$ cat src/rtl/mem_reader_if.sv
// RAM port bundle for the 32x4 asynchronous RAM on the cs/we/oe bus.
// The reader is the master; the RAM (or its model) is the slave.
interface mem_reader_if #(
    parameter int ADDR_W = 5,
    parameter int DATA_W = 4
);
    logic [ADDR_W-1:0] address;
    logic              cs;
    logic              we;
    logic              oe;
    logic [DATA_W-1:0] data;

    modport master (output address, cs, we, oe, input data);
    modport slave  (input address, cs, we, oe, output data);
endinterface

$ cat src/rtl/mem_reader.sv
// Read-back sweep of the whole RAM with cs/oe strobes, comparing each word
// against (address + SEED) and counting mismatches.
module mem_reader #(
    parameter int ADDR_W      = 5,
    parameter int DATA_W      = 4,
    parameter int SEED        = 0,
    parameter int WAIT_CYCLES = 1
) (
    input  logic              clk,
    input  logic              reset,
    input  logic              start,
    mem_reader_if.master      bus,
    output logic              busy,
    output logic              done,
    output logic [ADDR_W:0]   err_count,
    output logic              err_flag,
    output logic [ADDR_W-1:0] first_err_addr
);
    typedef enum logic [2:0] {IDLE, SETUP, STROBE, RECOVER, DONE} state_t;

    localparam int EXT_W = (ADDR_W > DATA_W) ? ADDR_W : DATA_W;

    state_t            state, next_state;
    logic [ADDR_W-1:0] addr_q;
    logic              cs_q, oe_q;
    logic [3:0]        wait_cnt;
    logic              accept, last_wait, last_addr, sample, mismatch;
    logic [EXT_W-1:0]  addr_ext;
    logic [DATA_W-1:0] exp_word;

    assign accept    = ((state == IDLE) || (state == DONE)) && start;
    assign last_wait = (wait_cnt == 4'(WAIT_CYCLES - 1));
    assign last_addr = &addr_q;
    assign sample    = (state == STROBE) && last_wait;
    // Zero-extend so the low DATA_W bits exist even for a narrow address.
    assign addr_ext  = EXT_W'(addr_q);
    assign exp_word  = addr_ext[DATA_W-1:0] + DATA_W'(SEED);
    assign mismatch  = (bus.data != exp_word);

    always_ff @(posedge clk or negedge reset) begin
        if (!reset) begin
            state          <= IDLE;
            addr_q         <= '0;
            cs_q           <= 1'b0;
            oe_q           <= 1'b0;
            wait_cnt       <= '0;
            err_count      <= '0;
            err_flag       <= 1'b0;
            first_err_addr <= '0;
        end else begin
            state <= next_state;
            // Strobes are registered from the next state so they are glitch-free.
            cs_q  <= (next_state == SETUP) || (next_state == STROBE) ||
                     (next_state == RECOVER);
            oe_q  <= (next_state == STROBE);

            if (state != STROBE)
                wait_cnt <= '0;
            else if (!last_wait)
                wait_cnt <= wait_cnt + 1'b1;

            if (accept)
                addr_q <= '0;
            else if ((state == RECOVER) && !last_addr)
                addr_q <= addr_q + 1'b1;

            if (accept) begin
                err_count      <= '0;
                err_flag       <= 1'b0;
                first_err_addr <= '0;
            end else if (sample && mismatch) begin
                err_count <= err_count + 1'b1;
                err_flag  <= 1'b1;
                if (!err_flag)
                    first_err_addr <= addr_q;
            end
        end
    end

    always_comb begin
        next_state = state;
        case (state)
            IDLE:    if (start) next_state = SETUP;
            SETUP:   next_state = STROBE;
            STROBE:  if (last_wait) next_state = RECOVER;
            RECOVER: next_state = last_addr ? DONE : SETUP;
            DONE:    if (start) next_state = SETUP;
            default: next_state = IDLE;
        endcase
    end

    always_comb begin
        bus.address = addr_q;
        bus.cs      = cs_q;
        bus.oe      = oe_q;
        bus.we      = 1'b0;
        busy        = (state == SETUP) || (state == STROBE) || (state == RECOVER);
        done        = (state == DONE);
    end
endmodule

$ cat src/flat_wrapper.sv
// flat-port wrapper written by rule: the top's interface ports become plain ports
module mem_reader_flat 
#(
    parameter int ADDR_W      = 5,
    parameter int DATA_W      = 4,
    parameter int SEED        = 0,
    parameter int WAIT_CYCLES = 1
)
  (clk, reset, start, busy, done, err_count, err_flag, first_err_addr, bus_address, bus_cs, bus_we, bus_oe, bus_data);
  mem_reader_if #(.ADDR_W(ADDR_W), .DATA_W(DATA_W)) bus_i ();
  input  logic clk;
  input  logic reset;
  input  logic start;
  output logic busy;
  output logic done;
  output logic [ADDR_W:0] err_count;
  output logic err_flag;
  output logic [ADDR_W-1:0] first_err_addr;
  output wire logic [$bits(bus_i.address)-1:0] bus_address;
  output wire logic [$bits(bus_i.cs)-1:0] bus_cs;
  output wire logic [$bits(bus_i.we)-1:0] bus_we;
  output wire logic [$bits(bus_i.oe)-1:0] bus_oe;
  input wire logic [$bits(bus_i.data)-1:0] bus_data;
  assign bus_address = bus_i.address;
  assign bus_cs = bus_i.cs;
  assign bus_we = bus_i.we;
  assign bus_oe = bus_i.oe;
  assign bus_i.data = bus_data;
  mem_reader #(.ADDR_W(ADDR_W), .DATA_W(DATA_W), .SEED(SEED), .WAIT_CYCLES(WAIT_CYCLES)) u_core (.clk(clk), .reset(reset), .start(start), .bus(bus_i), .busy(busy), .done(done), .err_count(err_count), .err_flag(err_flag), .first_err_addr(first_err_addr));
endmodule
$ cat config.mk
export PLATFORM = sky130hd
export DESIGN_NAME = mem_reader_flat
export DESIGN_NICKNAME = d
export VERILOG_FILES = /design/src/rtl/mem_reader_if.sv /design/src/rtl/mem_reader.sv /design/src/flat_wrapper.sv
export SDC_FILE = /design/constraint.sdc
export NUM_CORES = 1
export LEC_CHECK = 0
export CORE_ASPECT_RATIO = 0.7
export CORE_MARGIN = 2
export CORE_UTILIZATION = 44
export CTS_CLUSTER_SIZE = 30
export DETAILED_ROUTE_END_ITERATION = 16
export PLACE_DENSITY = 0.73
export SETUP_SLACK_MARGIN = 0.3
export SYNTH_ARGS = -nofsm -noshare
export SYNTH_HDL_FRONTEND = slang
export SYNTH_SLANG_ARGS = --single-unit
$ cat constraint.sdc
create_clock -name clk -period 2.05 [get_ports clk]
set_input_delay 0.3075 -clock clk [delete_from_list [all_inputs] [get_ports clk]]
set_output_delay 0.3075 -clock clk [all_outputs]
set_load 0.01 [all_outputs]
* Yosys cells after proc, flatten, opt, wreduce, memory -nomap -nowiden
Index checks and enable logic that the tools add are counted.
Storage, ports and cells: output and inout bits 22, register bits after elaboration 26
Cells by class: add/subtract/negate cells 3, equal/unequal tests 11, muxes and demuxes 15, reduce and logical (&&, ||, !) cells 17
Operators with widths (number):
- $mux W5 | 5
- $eq A3 B2 Y1 const B | 4
- $mux W6 | 2
- $pmux W3 S4 | 1
- $mux W3 | 3
- $mux W4 | 2
- $add A6 B1 Y6 const B | 1
- $eq A3 B1 Y1 const B | 2
- $add A5 B1 Y5 const B | 1
- $logic_or A1 B1 Y1 | 5
- $reduce_and A5 Y1 | 1
- $add A4 B1 Y4 const B | 1
- $logic_and A1 B1 Y1 | 4
- $logic_not A4 Y1 | 1
- $ne A2 B2 Y1 const B | 2
- $ne A4 B4 Y1 | 1
- $reduce_bool A2 Y1 | 2
- $eq A3 B3 Y1 const B | 1
- $logic_not A3 Y1 | 1
- $ne A3 B2 Y1 const B | 1
- $mux W1 | 2
- $reduce_and A2 Y1 | 1
- $reduce_or A2 Y1 | 1
- $logic_not A1 Y1 | 1

* Depth between registers and ports, before layout
Gate-level depths: netlist of the first run.
word-level depth 6, mapped depth 8

* Worst setup path after synthesis of the first run
No wires, ideal clock.
kind reg2reg, start register u_core.state[0], end register u_core.err_count[3], setup slack -0.083 ns, stages on the path, launching flop included 7, arrival time 2.055 ns, clock period less this slack 2.133 ns, cells stage by stage dfrtp_1 > or3b_1 > buf_2 > or4_1 > buf_2 > or4_1 > a21oi_1
Between the ends: longest elaborated chain between the ends 4
Ends and longest elaborated chain:
- start, declared | line mem_reader.sv:23 | state_t state, next_state;
- start signal, assigned | line mem_reader.sv:51 | state <= next_state;
- $eq A3 B3 Y1 (tied with other cells) | line mem_reader.sv:31 | assign accept = ((state == IDLE) || (state == DONE)) && start;
- $logic_or A1 B1 Y1 or $logic_and A1 B1 Y1 (tied branches) | line mem_reader.sv:31, mem_reader.sv:34
- $logic_and A1 B1 Y1 (on tied branches) | line mem_reader.sv:31, mem_reader.sv:71
- $mux W6 or $reduce_bool A2 Y1 (tied branches)
- end signal, assigned | line mem_reader.sv:72 | err_count <= err_count + 1'b1;
- end, declared | line mem_reader.sv:15 | output logic [ADDR_W:0] err_count,
Several ways; a longest one is shown, not always the timed one. A chain may end at the register's enable or synchronous reset.

* Worst setup path after layout of the first run
start register u_core.state[2], end register u_core.err_count[4]
Same word-level chain as after synthesis.

==> results of run 1 <==
==> metal layers <==
metal | vias up | track usage [%]
met5 | - | 0
met4 | 0 | 6.86
met3 | 11 | 5.52
met2 | 54 | 32.5
met1 | 588 | 26.9
li1 | 554 | -
==> cell type report <==
type                    count  area (sq um)  share of cell area, %
repair buffers             45           424                   21.6
clock buffers               4          55.1                   2.80
multi-input cells          93           767                   39.0
flip-flops and latches     26           654                   33.3
inverters                   5          18.8                  0.955
well taps                  36          45.0                   2.29
==> kinds of logic (layout without fill, tap and decap cells) <==
kind of cell	Yosys count	after routing	share of synthesized area (%)
compound gates	19	19	10.1
mux	4	4	3.13
flops	26	26	49.4
xor+xnor	10	10	6.65
other cells	1	1	0.285
simple gates	53	54	21.6
fa+ha+maj	5	5	4.75
buf+inv	13	54	4.18
==> Yosys cell counts, types with 4 or more instances <==
master,n
or4_1,4
nand3_1,6
dfrtp_1,26
o311ai_0,5
o21ai_0,4
ha_1,5
xnor2_1,7
nor2_1,13
clkbuf_1,5
nand4_1,4
inv_1,5
nand2_1,12
==> critical path: cells and delay by family, from the launching register on <==
kind / cells / cell delay [ns]
flip-flops: 1 / 0.40
AND/OR/NAND/NOR: 3 / 1.35
AO/OA/AOI/OAI: 1 / 0.13
==> timing repair <==
item                                    in CTS  in global routing
cloned                                       1                  0
pin swaps                                    9                  1
endpoints found under the setup margin      22                 19
hold buffers                                 0                  0
gates resized for setup                     21                 13
setup buffers                                3                  1
==> sequential cells by signal (all words and copies together), names as in the netlist <==
name / count
u_core.bus.oe: 1
u_core.first_err_addr: 5
u_core.err_flag: 1
u_core.bus.cs: 1
u_core.wait_cnt: 4
u_core.err_count: 6
u_core.state: 3
u_core.bus.address: 5
==> stage by stage <==
stage	util (%)	cells	hold WS [ns]	setup slack, ns
after floorplan	-	131	0.0119	-0.0459
after global placement	61.5	200	0.525	0.000765
after detailed placement	61.5	200	0.526	-0.0379
after CTS	67.6	208	0.392	0.148
after global routing	69.6	209	0.434	0.0818
final	69.6	209	0.385	0.118
==> worst max-delay path by stage <==
stage,start,end
2_1_floorplan,u_core.state[2],u_core.err_count[3]
3_3_place_gp,u_core.state[2],u_core.err_count[3]
4_1_cts,u_core.state[2],u_core.err_count[3]
6_report,u_core.state[2],u_core.err_count[4]
3_5_place_dp,u_core.state[2],u_core.err_count[4]
5_1_grt,u_core.state[2],u_core.err_count[4]
==> power by group through the flow <==
stage / logic [mW] / registers, mW / clock network [mW]
after floorplan: 0.545 / 0.911 / 0
after global placement: 1.16 / 0.824 / 0
after detailed placement: 1.18 / 0.833 / 0
after CTS: 1.37 / 0.838 / 0.346
after global routing: 1.56 / 0.876 / 0.372
final: 1.43 / 0.852 / 0.343
==> qor.txt, run 1 <==
Post-synth net total: 143
First-pass iteration count of the detailed router: 4
Max Cap Viol: 0
Crit path cell chain: or3b_4, or4_4, or4_4, a21oi_2
Final Hold Vio Count: 0
Clock share of power: 13.1%
Fin crit period: 1.93 ns
Sw Pwr: 1.00 mW
CTS tree: yes
Clk slew on worst S/H paths: 0.09 ns
IO Count: 29
Slowest Stage Delay on Critical Path: 0.48 ns
EDFF count, synth: 0
Top FF cell, synth: dfrtp_1
I/O Buffers: 27
Area Overhead vs Synth: 49.1%
Commonest non-fill, non-tap cells in the layout: clkdlybuf4s50_1, dfrtp_1, buf_4
Starting density of the core: 46.7%
Antenna Nets Post-Route: 0
Comb power frac: 54.5%
Via-per-instance ratio: 5.78
Max-slew headroom: 56.5%
Mapped Area: 1320 sq um
WP data required: 2.27 ns
Crit Reg-Reg Endpoint: u_core.err_count[4]
Cell count after synthesis: 131
CTS max path bufs: 2
Num CTS Buffers: 3
DR iter-0 viols: 72
DP Area: 1740 sq um
Sequential share of power: 32.5%
Final worst path period share: 94.2%
M1 WL: 1520 um
Total Power: 2.62 mW
Synth Area per Inst: 10.1 sq um
Top Layer Used: met4
Routed WL per cell: 15.9 um
Die height: 49.8 um
Dpl hpwl: 2150 um
Row count: 16
Startpoint Class: register
FF-to-FF path depth: 4
Synth area leader: dfrtp_1
Routed via count: 1207
R2r setup slk: 0.12 ns
Asr flop ratio synth: 100%
GP Congestion: 0.814
Worst reg2reg path startpoint: u_core.state[2]
Final max-slew violation count: 0
Least-Margin Pin Slew: 0.652 ns
Yosys Warn Count: 0
Setup TNS: 0 ns
FF+latch count, synth: 26
Most common cell after layout, fill and taps aside: clkdlybuf4s50_1
Most used cell, CP: or4_4
Vias in the first global route: 1135
Diode count: 0
F_max: 518 MHz
Highest-delay cell along the critical path: or4_4
GRT Total Usage: 20.3%
Skew-Pair Late Insertion Delay: 0.28 ns
Sw Share: 38.3%
CORE AREA: 2820 sq um
H-tree Lvls: 1
Outcome: finished clean
Worst min-delay path class: in2async
WL met3: 214 um
Met2 routed WL: 1520 um
Synth cell types: 32
Share of post-route cells with drive strength above 1: 28.9%
Crit Path Category: reg2reg
Ranking of synthesized cells by area: dfrtp_1, ha_1, xnor2_1
Root Driver: clkbuf_8
PD cells: 1340 nW/um^2
Die W: 69.4 um
Leakage: 0.860 nW
Drt drc: 0
Design area: 1960 sq um
Routed WL: 3330 um
Total gr overflow: 0
Die Area: 3450 sq um
Post-synth top area share: 49.4%
Largest net degree at the start of global routing: 27
First-pass GRT wire length: 5460 um
Clock sink count: 26
Final setup vio count: 0
Unrepaired setup endpoints after global routing: yes
CP Data Arrival Time: 2.15 ns
Int Power: 1.62 mW
Sequential area share after synthesis: 49.4%
Crit. End Element: register
Skew final: 0.00619 ns
Final net count: 186
Peak supply drop: 0.806 mV
Fillers: 197
Critical-path maximum fanout: 6
Initial antenna violation count: 0
Power figures use the tool's default switching activity.
==> inputs of run 2 (changes only) <==
HOLD_SLACK_MARGIN = 0.15   (was default)
PLACE_DENSITY = 0.75   (was 0.73)
REMOVE_ABC_BUFFERS = 1   (was default)
==> qor.txt, run 2 (synthesis results as in run 1) <==
Critical-path maximum fanout: 7 (+1)
DP Area: 1690 sq um (-2.5%)
Routed WL per cell: 17.4 um (+9.3%)
Clock share of power: 15.2% (+2.1 points)
Top reg by flops: u_core.err_count
Routed WL: 3690 um (+11%)
Die Area: 3450 sq um (unchanged)
Most used cell, CP: inv_1
Area Overhead vs Synth: 52.3%
Final Hold Vio Count: 0 (unchanged)
Hold slack: 0.401 ns (+0.0158 ns)
First-pass iteration count of the detailed router: 4 (unchanged)
Commonest non-fill, non-tap cells in the layout: dfrtp_1, clkdlybuf4s50_1, buf_4
Worst min-delay path class: in2async
FF-to-FF path depth: 7 (+3)
Row count: 16 (unchanged)
Most common cell after layout, fill and taps aside: dfrtp_1
Final max-slew violation count: 0 (unchanged)
Share of post-route cells with drive strength above 1: 26.7% (-2.2 points)
Setup TNS: 0 ns (unchanged)
I/O Buffers: 27 (unchanged)
Crit. End Element: register
Clock sink count: 26 (unchanged)
Num CTS Buffers: 3 (unchanged)
Max reg flops: 6 (unchanged)
Crit path cell chain: inv_1, ha_1, inv_1, or4_4, buf_8, o31ai_2, a21oi_2
Root Driver: clkbuf_8
Diode count: 0 (unchanged)
Starting density of the core: 46.7% (unchanged)
Largest net degree at the start of global routing: 27 (unchanged)
Final net count: 189 (+1.6%)
Max Cap Viol: 0 (unchanged)
Final worst path period share: 95.9% (+1.7 points)
PD cells: 1400 nW/um^2 (+4.8%)
CTS Hold Buffers Added: 0 (unchanged)
Comb power frac: 54.5% (about the same)
F_max: 509 MHz (-1.8%)
Clk slew on worst S/H paths: 0.09 ns (about the same)
Slowest Stage Delay on Critical Path: 0.56 ns (+0.08 ns)
CP Data Arrival Time: 2.12 ns (-0.03 ns)
Die W: 69.4 um (unchanged)
Initial antenna violation count: 0 (unchanged)
Via-per-instance ratio: 5.72 (-0.93%)
Fin crit period: 1.97 ns (+0.0347 ns)
Outcome: finished clean
First-pass GRT wire length: 5540 um (+1.5%)
Vias in the first global route: 1196 (+5.4%)
Int Power: 1.78 mW (+9.6%)
Design area: 2010 sq um (+2.2%)
Total gr overflow: 0 (unchanged)
CTS max path bufs: 2 (unchanged)
Antenna Nets Post-Route: 0 (unchanged)
H-tree Lvls: 1 (unchanged)
Sequential share of power: 30.3% (-2.2 points)
Peak supply drop: 0.883 mV (+9.6%)
Crit Path Category: reg2reg
GP Congestion: 0.818 (+0.49%)
Highest-delay cell along the critical path: or4_4
GRT Total Usage: 20.4% (+0.072 points)
Drt drc: 0 (unchanged)
Leakage: 0.895 nW (+4.1%)
CORE AREA: 2820 sq um (unchanged)
Sw Pwr: 1.03 mW (+2.9%)
IO Count: 29 (unchanged)
Dpl hpwl: 2270 um (+5.3%)
Skew final: 0.00156 ns (-0.00463 ns)
Routed via count: 1213 (+0.50%)
Startpoint Class: register
Skew-Pair Late Insertion Delay: 0.27 ns (about the same)
Die height: 49.8 um (unchanged)
WP data required: 2.20 ns (-0.07 ns)
Final setup vio count: 0 (unchanged)
CTS tree: yes
Sw Share: 36.8% (-1.5 points)
Unrepaired setup endpoints after global routing: yes
Fillers: 198 (+0.51%)
DR iter-0 viols: 131 (+82%)
==> run 2: changes by cell type in the layout (fill, tap and decap cells not counted), moves of 2 or more <==
cell / change
buf_6: -2
buf_4: +3
o311ai_1: +2
o311ai_2: -2
dfrtp_1: +3
dfrtp_2: -3
==> run 2: path summary, 6_finish.rpt <==
path / startpoint / endpoint / slack (ns)
max reg2reg: u_core.wait_cnt[0] / u_core.err_count[3] / 0.08
min reg2reg: u_core.first_err_addr[4] / u_core.first_err_addr[4] / 0.54
max in group asynchronous: reset / u_core.first_err_addr[4] / 1.40
min: reset / u_core.wait_cnt[2] / 0.40
min in group clk: u_core.first_err_addr[4] / u_core.first_err_addr[4] / 0.54
max: u_core.wait_cnt[0] / u_core.err_count[3] / 0.08
==> run 2: final cells by class <==
type,instances,area (sq um),area share [%]
timing repair buffer,49,482,24.0
inverter,5,18.8,0.935
tap,36,45.0,2.24
multi-input combinational,92,739,36.8
clock inverter,1,30.0,1.50
clock buffer,3,41.3,2.06
sequential,26,651,32.4
==> run 2: metal layers <==
layer,wire length [um],vias to the layer above,GRT usage (%)
li1,-,552,-
met1,1610,591,26.8
met2,1780,61,34.0
met3,251,9,4.91
met4,51,0,5.88
met5,0,-,0
==> run 2: metrics by stage <==
stage | power [mW] | setup WS, ns | instances | utilization, %
6_report | 2.81 | 0.0837 | 212 | 71.1
5_1_grt | 2.97 | 0.0119 | 212 | 71.1
4_1_cts | 2.55 | 0.0519 | 205 | 66.0
3_5_place_dp | 1.94 | -0.0140 | 199 | 60.0
3_3_place_gp | 1.90 | 0.0520 | 199 | 60.0
2_1_floorplan | 1.35 | -0.281 | 123 | -
==> run 2: power groups by stage <==
stage / Clock, mW / Sequential, mW / Combinational, mW
6_report: 0.428 / 0.851 / 1.53
5_1_grt: 0.458 / 0.877 / 1.64
4_1_cts: 0.430 / 0.829 / 1.29
3_5_place_dp: 0 / 0.824 / 1.12
3_3_place_gp: 0 / 0.820 / 1.08
2_1_floorplan: 0 / 0.891 / 0.456
==> run 2: worst max-delay path, delay by kind of cell, from the launching register on <==
family	cells	cell delay [ns]
buf+inv	3	0.34
compound gates	2	0.37
flops	1	0.38
fa+ha+maj	1	0.18
simple gates	1	0.56
==> run 2: what timing repair did <==
item / CTS / global route
gates cloned: 0 / 1
pin swaps: 11 / 10
resized for setup: 25 / 13
setup endpoints to repair: 21 / 19
setup buffers: 2 / 6
==> inputs of run 3 (changes only) <==
CAP_MARGIN = 10   (was default)
CELL_PAD_IN_SITES_DETAIL_PLACEMENT = 1   (was default)
CELL_PAD_IN_SITES_GLOBAL_PLACEMENT = 2   (was default)
CORE_UTILIZATION = 27   (was 44)
PLACE_DENSITY = 0.74   (was 0.75)
==> qor.txt, run 3 (synthesis results as in run 1) <==
Max Cap Viol: 0 (unchanged)
Fillers: 527 (+170%)
Routed WL: 3980 um (+7.8%)
Vias in the first global route: 1239 (+3.6%)
Clock sink count: 26 (unchanged)
Routed via count: 1172 (-3.4%)
Crit. End Element: register
Root Driver: clkbuf_8
F_max: 515 MHz (+1.2%)
FF-to-FF path depth: 5 (-2)
Placed Cells: 225 (+13%)
Diode count: 0 (unchanged)
Area taken by multi-input logic gates: 776 sq um (+4.9%)
First-pass iteration count of the detailed router: 4 (unchanged)
Die height: 62.4 um (+25%)
Setup TNS: 0 ns (unchanged)
Die Area: 5460 sq um (+58%)
R2r setup slk: 0.11 ns (+0.02 ns)
Final Hold Vio Count: 0 (unchanged)
CORE AREA: 4730 sq um (+68%)
Largest net degree at the start of global routing: 27 (unchanged)
Cell Count, Final, Fillers Out: 235 (+11%)
Peak supply drop: 0.530 mV (-40%)
Fin crit period: 1.94 ns (-0.0232 ns)
Unrepaired setup endpoints after global routing: yes
Crit Reg-Reg Endpoint: u_core.first_err_addr[2]
CP Buf/Inv Count: 1 (-2)
Dpl hpwl: 2650 um (+17%)
Slowest Stage Delay on Critical Path: 0.47 ns (-0.09 ns)
Share of post-route cells with drive strength above 1: 30.9% (+4.2 points)
Total gr overflow: 0 (unchanged)
IO Count: 29 (unchanged)
Final setup vio count: 0 (unchanged)
Final worst path period share: 94.8% (-1.1 points)
Final net count: 191 (+1.1%)
Die W: 87.5 um (+26%)
Hold slack: 0.396 ns (-0.00466 ns)
Commonest non-fill, non-tap cells in the layout: clkdlybuf4s50_1, dfrtp_1, buf_4
Outcome: finished clean
Worst slack, placed: -0.0645 ns (-0.0505 ns)
Least-Margin Pin Slew: 0.552 ns
Top reg by flops: u_core.err_count
GP Congestion: 0.747 (-8.7%)
Cell family with the largest share of critical-path delay: simple AND/OR/NAND/NOR gates
Post-route setup slack: 0.107 ns (+0.0232 ns)
Area Overhead vs Synth: 54.9%
Starting density of the core: 27.9% (-19 points)
Initial antenna violation count: 0 (unchanged)
Row count: 21 (+5)
Routed WL per cell: 16.9 um (-2.7%)
WP data required: 2.22 ns (+0.02 ns)
Max reg flops: 6 (unchanged)
Via-per-instance ratio: 4.99 (-13%)
Worst Setup SP: u_core.state[2]
Leakage: 0.874 nW (-2.4%)
Reg area: 652 sq um (+0.19%)
DR iter-0 viols: 27 (-79%)
First-pass GRT wire length: 6110 um (+10%)
Highest-delay cell along the critical path: or4_4
Critical-path maximum fanout: 5 (-2)
Antenna Nets Post-Route: 0 (unchanged)
I/O Buffers: 27 (unchanged)
Worst min-delay path class: in2async
Startpoint Class: register
Crit Path Category: reg2reg
Clk slew on worst S/H paths: 0.10 ns (about the same)
Worst reg2reg path startpoint: u_core.state[2]
Crit path cell chain: or3b_4, or4_4, buf_4, o311ai_2, nand2_1
CTS max path bufs: 2 (unchanged)
Num CTS Buffers: 3 (unchanged)
Skew final: 0.00180 ns (+0.000239 ns)
PD cells: 1340 nW/um^2 (-4.0%)
Final max-slew violation count: 0 (unchanged)
GRT Total Usage: 14.6% (-5.8 points)
H-tree Lvls: 1 (unchanged)
CP Data Arrival Time: 2.11 ns (about the same)
Core Util, Final: 43.1% (-28 points)
Max-slew headroom: 63.1%
CTS tree: yes
Skew-Pair Late Insertion Delay: 0.28 ns (about the same)
Drt drc: 0 (unchanged)
run 3: what timing repair did:
action,4_1_cts,5_1_grt
gates cloned,1,0
endpoints found under the setup margin,20,22
hold buffers,0,0
setup buffers,2,3
pin swaps,14,7
resized for setup,27,17
run 3: layout make-up:
class,instances,share of cell area [%]
sequential,26,31.9
clock buffer,3,2.02
clock inverter,1,1.47
inverter,5,0.920
tap,57,3.49
multi-input combinational,93,38.0
timing repair buffer,50,22.1
run 3: report_power, final:
part | switching (mW) | total, mW | internal, mW
Combinational | 0.674 | 1.42 | 0.749
Sequential | 0.200 | 0.874 | 0.674
Clock | 0.183 | 0.445 | 0.262
run 3: worst register-to-register path: stages, from the launching register on:
cell      delay, ns
dfrtp_1        0.40
or3b_4         0.41
or4_4          0.47
buf_4          0.17
o311ai_2       0.28
nand2_1        0.10
run 3: how the worst max path moves through the flow:
| stage | depth (start not counted) | to |
|---|---|---|
| 3_5_place_dp | 4 | u_core.err_count[4] |
| 6_report | 5 | u_core.first_err_addr[2] |
| 3_3_place_gp | 4 | u_core.err_count[4] |
| 5_1_grt | 5 | u_core.first_err_addr[2] |
| 2_1_floorplan | 7 | u_core.bus.address[3] |
| 4_1_cts | 5 | u_core.first_err_addr[1] |
run 3: through the flow:
stage / cell area (sq um) / total power [mW]
final: 2040 / 2.74
after global routing: 2040 / 2.91
after CTS: 1940 / 2.60
after detailed placement: 1760 / 2.01
after global placement: 1760 / 1.97
after floorplan: 1280 / 1.35
run 3: layer usage:
metal  routed length [um]  global-route usage (%)
met5                    0                       0
met4                   30                    3.08
met3                  101                    3.57
met2                 1830                    22.2
met1                 2010                    21.0
